--- src/rtl/alu_arbiter_pkg.sv ---
// Shared types and constants for the two-requester ALU arbiter.
package alu_arbiter_pkg;

  localparam int WORD     = 16;
  localparam int OP_WIDTH = 5;

  typedef enum logic [1:0] {
    IDLE = 2'd0,
    EXEC = 2'd1,
    RESP = 2'd2
  } state_t;

  typedef logic req_idx_t;

  // Opcodes not listed here produce a zero result.
  typedef enum logic [OP_WIDTH-1:0] {
    OP_ADD   = 5'd0,
    OP_SUB   = 5'd1,
    OP_AND   = 5'd2,
    OP_OR    = 5'd3,
    OP_XOR   = 5'd4,
    OP_SHL   = 5'd5,
    OP_SHR   = 5'd6,
    OP_PASSX = 5'd7
  } alu_op_t;

endpackage

--- src/rtl/alu_arbiter_alu.sv ---
// Combinational ALU shared by both requesters of alu_arbiter.
module alu
  import alu_arbiter_pkg::*;
#(
  parameter int WIDTH = WORD,
  parameter int OPW   = OP_WIDTH
) (
  input  logic [OPW-1:0]   op,
  input  logic [WIDTH-1:0] x,
  input  logic [WIDTH-1:0] y,
  output logic [WIDTH-1:0] z
);

  localparam int SHW = $clog2(WIDTH);

  logic [SHW-1:0] shamt;

  assign shamt = y[SHW-1:0];

  always_comb begin
    z = '0;
    case (op)
      OP_ADD:   z = x + y;
      OP_SUB:   z = x - y;
      OP_AND:   z = x & y;
      OP_OR:    z = x | y;
      OP_XOR:   z = x ^ y;
      OP_SHL:   z = x << shamt;
      OP_SHR:   z = x >> shamt;
      OP_PASSX: z = x;
      default:  z = '0;
    endcase
  end

endmodule

--- src/rtl/alu_arbiter.sv ---
// Two-requester front end sharing one ALU through an IDLE/EXEC/RESP FSM.
// Define ALU_ARB_FIXED_PRI_EN for fixed priority (requester 0 wins ties).
module alu_arbiter
  import alu_arbiter_pkg::*;
#(
  parameter int WIDTH = WORD,
  parameter int OPW   = OP_WIDTH
) (
  input  logic             clk,
  input  logic             rst_n,
  input  logic [1:0]       req_valid,
  output logic [1:0]       req_ready,
  input  logic [OPW-1:0]   req_op0,
  input  logic [OPW-1:0]   req_op1,
  input  logic [WIDTH-1:0] req_x0,
  input  logic [WIDTH-1:0] req_x1,
  input  logic [WIDTH-1:0] req_y0,
  input  logic [WIDTH-1:0] req_y1,
  output logic [1:0]       rsp_valid,
  input  logic [1:0]       rsp_ready,
  output logic [WIDTH-1:0] rsp_z,
  output logic             busy,
  output logic [7:0]       done_cnt
);

  state_t           state, state_nx;
  req_idx_t         grant, win;
  logic             accept, complete;
  logic [OPW-1:0]   op_r;
  logic [WIDTH-1:0] x_r, y_r, alu_z;

`ifdef ALU_ARB_FIXED_PRI_EN
  always_comb begin
    win = req_valid[0] ? 1'b0 : 1'b1;
  end
`else
  req_idx_t last_grant;

  // On a tie the requester that did not win last time goes next.
  always_comb begin
    if (&req_valid) win = ~last_grant;
    else            win = req_valid[0] ? 1'b0 : 1'b1;
  end
`endif

  // rst_n gates acceptance so req_ready stays low while reset is held.
  always_comb begin
    state_nx  = state;
    req_ready = '0;
    rsp_valid = '0;
    accept    = 1'b0;
    complete  = 1'b0;
    case (state)
      IDLE: begin
        if (rst_n && (|req_valid)) begin
          accept         = 1'b1;
          req_ready[win] = 1'b1;
          state_nx       = EXEC;
        end
      end
      EXEC: state_nx = RESP;
      RESP: begin
        rsp_valid[grant] = 1'b1;
        if (rsp_ready[grant]) begin
          complete = 1'b1;
          state_nx = IDLE;
        end
      end
      default: state_nx = IDLE;
    endcase
  end

  assign busy = (state != IDLE);

  always_ff @(posedge clk or negedge rst_n) begin
    if (!rst_n) state <= IDLE;
    else        state <= state_nx;
  end

  always_ff @(posedge clk or negedge rst_n) begin
    if (!rst_n) begin
      op_r     <= '0;
      x_r      <= '0;
      y_r      <= '0;
      grant    <= 1'b0;
      rsp_z    <= '0;
      done_cnt <= '0;
    end else begin
      if (accept) begin
        op_r  <= win ? req_op1 : req_op0;
        x_r   <= win ? req_x1  : req_x0;
        y_r   <= win ? req_y1  : req_y0;
        grant <= win;
      end
      if (state == EXEC) rsp_z <= alu_z;
      if (complete)      done_cnt <= done_cnt + 8'd1;
    end
  end

`ifndef ALU_ARB_FIXED_PRI_EN
  always_ff @(posedge clk or negedge rst_n) begin
    if (!rst_n)      last_grant <= 1'b1;
    else if (accept) last_grant <= win;
  end
`endif

  alu #(.WIDTH(WIDTH), .OPW(OPW)) u_alu (
    .op (op_r),
    .x  (x_r),
    .y  (y_r),
    .z  (alu_z)
  );

endmodule

--- config.mk ---
export PLATFORM = sky130hd
export DESIGN_NAME = alu_arbiter
export DESIGN_NICKNAME = d
export VERILOG_FILES = /design/src/rtl/alu_arbiter_pkg.sv /design/src/rtl/alu_arbiter_alu.sv /design/src/rtl/alu_arbiter.sv
export SDC_FILE = /design/constraint.sdc
export NUM_CORES = 1
export LEC_CHECK = 0
export CORE_MARGIN = 10
export CORE_UTILIZATION = 30
export CTS_BUF_LIST = sky130_fd_sc_hd__clkbuf_4
export DETAILED_ROUTE_END_ITERATION = 12
export GPL_ROUTABILITY_DRIVEN = 0
export PLACE_DENSITY = 0.57
export REMOVE_ABC_BUFFERS = 1
export SLEW_MARGIN = 20
export SYNTH_ARGS = -nofsm -noshare
export SYNTH_HDL_FRONTEND = slang
export SYNTH_SLANG_ARGS = --single-unit
--- constraint.sdc ---
create_clock -name clk -period 3.15 [get_ports clk]
set_input_delay 0.315 -clock clk [delete_from_list [all_inputs] [get_ports clk]]
set_output_delay 0.315 -clock clk [all_outputs]
set_load 0.02 [all_outputs]
After elaboration in Yosys (flattened, before gate mapping)
Cells that the tools add are included.
Storage, ports and cells
  register bits: 65
Cells by class
  $add $sub $neg: 3
  order comparisons: 4
  eq/ne operators: 11
  shifts and indexed selects: 2
  mux-type cells: 22
  bitwise gates (word level): 4
  reductions and logical operators: 9
Operators by type and width (number)
  one-hot mux 16 bit (8 select lines): 1
  two-way mux 16 bit: 2
  == test 5 x 3 -> 1 bit (second input constant): 4
  adder 16 bit: 1
  bitwise AND 16 bit: 1
  OR 16 bit: 1
  << shifter 16 x 4 -> 16 bit: 1
  >> shifter 16 x 4 -> 16 bit: 1
  subtractor 16 bit: 1
  XOR 16 bit: 1
  == test 5 x 2 -> 1 bit (second input constant): 2
  two-way mux 1 bit: 10
  two-way mux 2 bit: 5
  adder 8 x 1 -> 8 bit (second input constant): 1
  one-hot mux 2 bit (3 select lines): 1
  == test 5 x 1 -> 1 bit (second input constant): 1
  zero test 5 bit: 1
  two-way mux 5 bit: 1
  < comparator 1 x 2 -> 1 bit (second input constant): 2
  != test 2 bit (second input constant): 2
  AND reduction 2 bit: 2
  logical AND 1 bit: 3
  demux 1 bit (select 1 bit): 2
  == test 2 x 1 -> 1 bit (second input constant): 1
  other kinds (6): 7

Longest topological paths before layout
  word-level depth: 8
  mapped depth: 15

By module
A second synthesis with hierarchy kept.
Second synthesis, totals
  cells, all modules: 737
  area total of the unflattened synthesis: 6576.3 um^2
Modules (own cells, without submodules)
  alu: instances 1, cells each 483, area each 3512.1 um^2, seq. area each 0.0 um^2
  alu_arbiter: instances 1, cells each 254, area each 3064.2 um^2, seq. area each 1627.8 um^2

Least setup slack after synthesis
No wires, ideal clock.
  kind: register to register
  from: reg y_r[0]
  to: reg rsp_z[11]
  library setup time: 140 ps
  arrival time: 3188 ps
  setup slack: -178 ps
  cell stages (with the launch flop): 16
  path buffers: 3
  clock period less this slack: 3328 ps
  cell sequence: dfrtp_1 > buf_2 > inv_1 > buf_2 > ha_1 > nand3_1 > o41ai_1 > xnor2_1 > ha_1 > clkbuf_1 > nor2_1 > nand3_1 > nand2_1 > a221o_1 > a2111oi_0 > a31oi_1
On the way
  longest elaborated chain between the ends: 2
  elaborated cells on any way between the ends: 5
Ends and longest elaborated chain
  start, declared: line alu_arbiter.sv:30  | logic [WIDTH-1:0] x_r, y_r, alu_z;
  start signal, assigned: line alu_arbiter.sv:92  | y_r <= win ? req_y1 : req_y0;
  subtractor 16 bit, or another cell as far along: line alu_arbiter_alu.sv:24  | OP_SUB: z = x - y;
  one-hot mux 16 bit (8 select lines) *: line alu_arbiter_alu.sv:22  | case (op)
  end signal, assigned: line alu_arbiter.sv:95  | if (state == EXEC) rsp_z <= alu_z;
  end, declared: line alu_arbiter.sv:21  | output logic [WIDTH-1:0] rsp_z,
Mark *: on every way between the ends. The rest lies on a longest branch, timed or not.
A chain may end at the register's enable or synchronous reset.

Final worst setup path
  from: reg y_r[10]
  to: reg rsp_z[15]
On the way
  longest elaborated chain between the ends: 2
  elaborated cells on any way between the ends: 3
Ends and longest elaborated chain (line)
  subtractor 16 bit / adder 16 bit (equally long branches): alu_arbiter_alu.sv:24, alu_arbiter_alu.sv:23
  one-hot mux 16 bit (8 select lines) *: alu_arbiter_alu.sv:22
Marks and branches as above.

==> run summary <==
The mean area per synthesized cell came out at 8.38 sq um. The clock passes through at most 2 buffers. In the routed layout, each cell is associated on average with a via count of 5.44. The run gives 30.3% as the initial core utilization. The logs give 0.0566 ns for the hold slack and 0 for the total setup violations reported at the end of the flow. In the final routed layout, each cell accounts on average for 19.2 microns. Global routing used 15.9% of the available tracks.

The tree built by TritonCTS fans out to 65 sinks. The total number of yosys warnings came out at 0. After layout, the worst path uses 95.2% of the clock period. The predominant post-synthesis flop cell is sky130_fd_sc_hd__dfrtp_1. The routed length on met3 is 1530 microns, and the insertion delay to the later sink of the worst-skew pair is 0.50 ns. In this run the worst hold path is classified as primary input to async pin. The run finished with clean final reports. The maximum number of pins on one net before global-route repair is 66. The number of antenna violations at the first check in global routing is 1, and the clock edge transition at the registers on the reported setup and hold paths is 0.15 ns. The post-detailed-routing wire length was 22200 microns. The shortest clock period the worst path allows after layout is 3.00 ns, and the wire length of the first global-routing pass is 33800 microns. The share of cells above drive strength 1 was 14.9%; the number of endpoints with negative hold slack in the final report was 0.

The tools report the category of the worst setup path capture point as a flop. Cells fill 39.6% of the core in the end. The die area is 0.0273 sq mm. The detailed router finished its first iteration with 650 violations.

Port buffering added 108 buffers. The number of hold buffers added after CTS was 0; the row count was 53. For this design the ratio of total power to cell area is 1020 mW/mm^2. After layout, the worst setup slack is 0.152 ns. The count of nets left with antenna violations once routing finished came out at 0. At the pin with the least slew margin, the transition time is 0.860 ns. In this run, synthesis inferred 0 flip-flops with an integrated enable.

For the maximum level of the CTS H-tree, the log shows 3. Detailed placement ended at an HPWL of 16600 microns. Relative to the synthesized area, the layout overhead comes to 30.6%.

The worst setup path is launched from a flop. Sequential cells were found to cover 25.7% of the synthesized design area. The tools report the final net count as 1006. The logs give 334 MHz for the highest achievable clock rate and 9820 microns for the routed length on met1. The logs give 109 for the number of placed I/O pins and 0.0209 sq mm for the area of the core.

The first detailed-routing pass ran for 5 iterations. Of all nets on the critical path, the largest fanout is 4. The tools report the number of slew-limit violations in the final report as 0.

The die is 165 microns tall. Headroom to the max-slew limit came out at 42.7%. The post-synthesis sequential element count was 65. Setup slack at placement: -0.0121 ns. For the worst setup path, the data required time is 3.53 ns. In the detailed route, the total length drawn on met2 is 10200 microns.

The cell sitting at the root of the clock tree is a sky130_fd_sc_hd__clkbuf_4. The via count of the first global-routing pass came out at 6079. The cell area that synthesis handed to floorplanning was 0.00634 sq mm.

Data arrives at the worst endpoint at 3.38 ns. The tool flagged a number of max-cap violations equal to 0. Of all flip-flops after synthesis, the portion carrying an async set or reset was 100%.

Uppermost layer routed: met4. Global routing finished with a remaining overflow of 0. The detailed-route via count was 6285. Synthesis instantiated 66 different standard cells from the library.

The horizontal die dimension was 165 microns. TritonCTS built the clock tree. In this run, placement finished with an instance count of 1133. Clock tree synthesis inserted a total of 9 buffers.

Summed over all cells, the static leakage comes to 0.00355 uW. For this run, design rule violations remaining after detail routing come to 0. The run gives 0.000325 V as the peak ir drop on the vdd network. The type of the setup path with the least slack was flop to flop. The cell count after synthesis is 756. The count of cells in the finished layout, fillers not included, comes to 1156.

The worst clock skew came out at 0.0318 ns.
sequential cells by signal, indices dropped and copies added, names as in the netlist:
signal      cells
y_r            16
op_r            5
rsp_z          16
last_grant      1
x_r            16
done_cnt        8
state           2
grant           1
final cells by class:
cell class              count  area [sq um]
diodes                      1          2.50
clock buffers               9          67.6
clock inverters             7          76.3
fillers                  2185         12600
inverters                  37           139
multi-input cells         593          4480
flip-flops and latches     65          1630
well taps                 275           344
repair buffers            169          1540
through the flow:
step	power (uW)	area, sq um	setup TNS [ns]
3_3_place_gp	7430	7950	-0.0258
6_report	8460	8280	0
3_5_place_dp	7490	7950	-0.0196
2_1_floorplan	5360	6090	-103.06
4_1_cts	8160	8100	0
5_1_grt	9130	8280	-0.0426
cells by family (layout without fill, tap and decap cells):
family,Yosys count,count (layout),synth area share [%]
compound gates,199,199,20.3
xor+xnor,28,28,3.87
fa+ha+maj,51,51,10.2
buf+inv,98,222,6.00
flops,65,65,25.7
mux,79,79,16.1
other cells,0,1,0
simple gates,236,236,17.8
routing by layer:
metal,up-vias,GRT usage [%]
met2,250,24.6
li1,3000,-
met4,0,6.50
met3,47,3.00
met5,-,0
met1,2988,21.3
final timing paths:
path	start	end	slack, ns	cells past startpoint
max	y_r[10]	rsp_z[15]	0.15	11
min	rst_n	rsp_z[1]	0.06	2
max reg2reg	y_r[10]	rsp_z[15]	0.15	11
min reg2reg	done_cnt[7]	done_cnt[7]	0.48	1
max in group asynchronous	rst_n	x_r[13]	2.50	2
min in group clk	rst_n	grant	0.30	4
synth_stat cells (9+ instances only):
library cell                 n  area [sq um]
sky130_fd_sc_hd__inv_1      37           139
sky130_fd_sc_hd__a21oi_1    75           375
sky130_fd_sc_hd__mux2i_1    56           561
sky130_fd_sc_hd__xnor2_1    23           201
sky130_fd_sc_hd__nor3_1     15          75.1
sky130_fd_sc_hd__mux4_2     18           405
sky130_fd_sc_hd__clkbuf_1   45           169
sky130_fd_sc_hd__dfrtp_1    64          1600
sky130_fd_sc_hd__buf_2      10          50.1
sky130_fd_sc_hd__nand3_1    12          60.1
sky130_fd_sc_hd__o21ai_0    27           135
sky130_fd_sc_hd__ha_1       50           626
sky130_fd_sc_hd__nand2_1    48           180
sky130_fd_sc_hd__nor2_1    102           383
sky130_fd_sc_hd__a21o_1      9          67.6
sky130_fd_sc_hd__a31oi_1    13          81.3
timing repair:
item / in CTS / in global routing
resized for setup: 2 / 26
pin swaps: 0 / 17
setup endpoints to repair: 2 / 6
buffers inserted: 0 / 6
hold endpoints to repair: 0 / 0
power breakdown:
group	internal (uW)	switching, uW	total [uW]
combinational	2740	3330	6070
clock	248	381	629
sequential	1180	585	1760
total	4170	4300	8460
worst max-delay path, cell delays in order, from the launching register on:
cell and delay (ns):
sky130_fd_sc_hd__dfrtp_1 0.39, sky130_fd_sc_hd__or4_4 0.56, sky130_fd_sc_hd__or3_4 0.38, sky130_fd_sc_hd__o31ai_2 0.21, sky130_fd_sc_hd__xnor2_1 0.16, sky130_fd_sc_hd__ha_1 0.29
sky130_fd_sc_hd__a21oi_1 0.15, sky130_fd_sc_hd__o21ai_1 0.09, sky130_fd_sc_hd__nor3_1 0.22, sky130_fd_sc_hd__a21oi_2 0.12, sky130_fd_sc_hd__xnor2_1 0.14, sky130_fd_sc_hd__a31o_1 0.20
cell usage in the layout (no fill, tap or decap), types with 5 or more instances in the layout:
master,instances
sky130_fd_sc_hd__nor3_1,15
sky130_fd_sc_hd__o22ai_1,5
sky130_fd_sc_hd__nand4_1,6
sky130_fd_sc_hd__dfrtp_1,64
sky130_fd_sc_hd__nor2b_1,5
sky130_fd_sc_hd__nand3b_1,5
sky130_fd_sc_hd__nor2_1,102
sky130_fd_sc_hd__a2111oi_0,6
sky130_fd_sc_hd__a21o_1,9
sky130_fd_sc_hd__inv_1,37
sky130_fd_sc_hd__xor2_1,5
sky130_fd_sc_hd__a211oi_1,6
sky130_fd_sc_hd__a31oi_1,13
sky130_fd_sc_hd__o21ai_0,24
sky130_fd_sc_hd__xnor2_1,22
sky130_fd_sc_hd__mux2i_1,56
sky130_fd_sc_hd__nand3_1,11
sky130_fd_sc_hd__a21oi_1,72
sky130_fd_sc_hd__clkbuf_4,9
sky130_fd_sc_hd__nand2b_1,8
sky130_fd_sc_hd__clkdlybuf4s50_1,107
sky130_fd_sc_hd__a22oi_1,8
sky130_fd_sc_hd__mux2_2,5
sky130_fd_sc_hd__nand2_1,48
sky130_fd_sc_hd__ha_1,48
sky130_fd_sc_hd__mux4_2,18
sky130_fd_sc_hd__buf_4,60
Note: power is estimated with default switching activity, not from simulation.
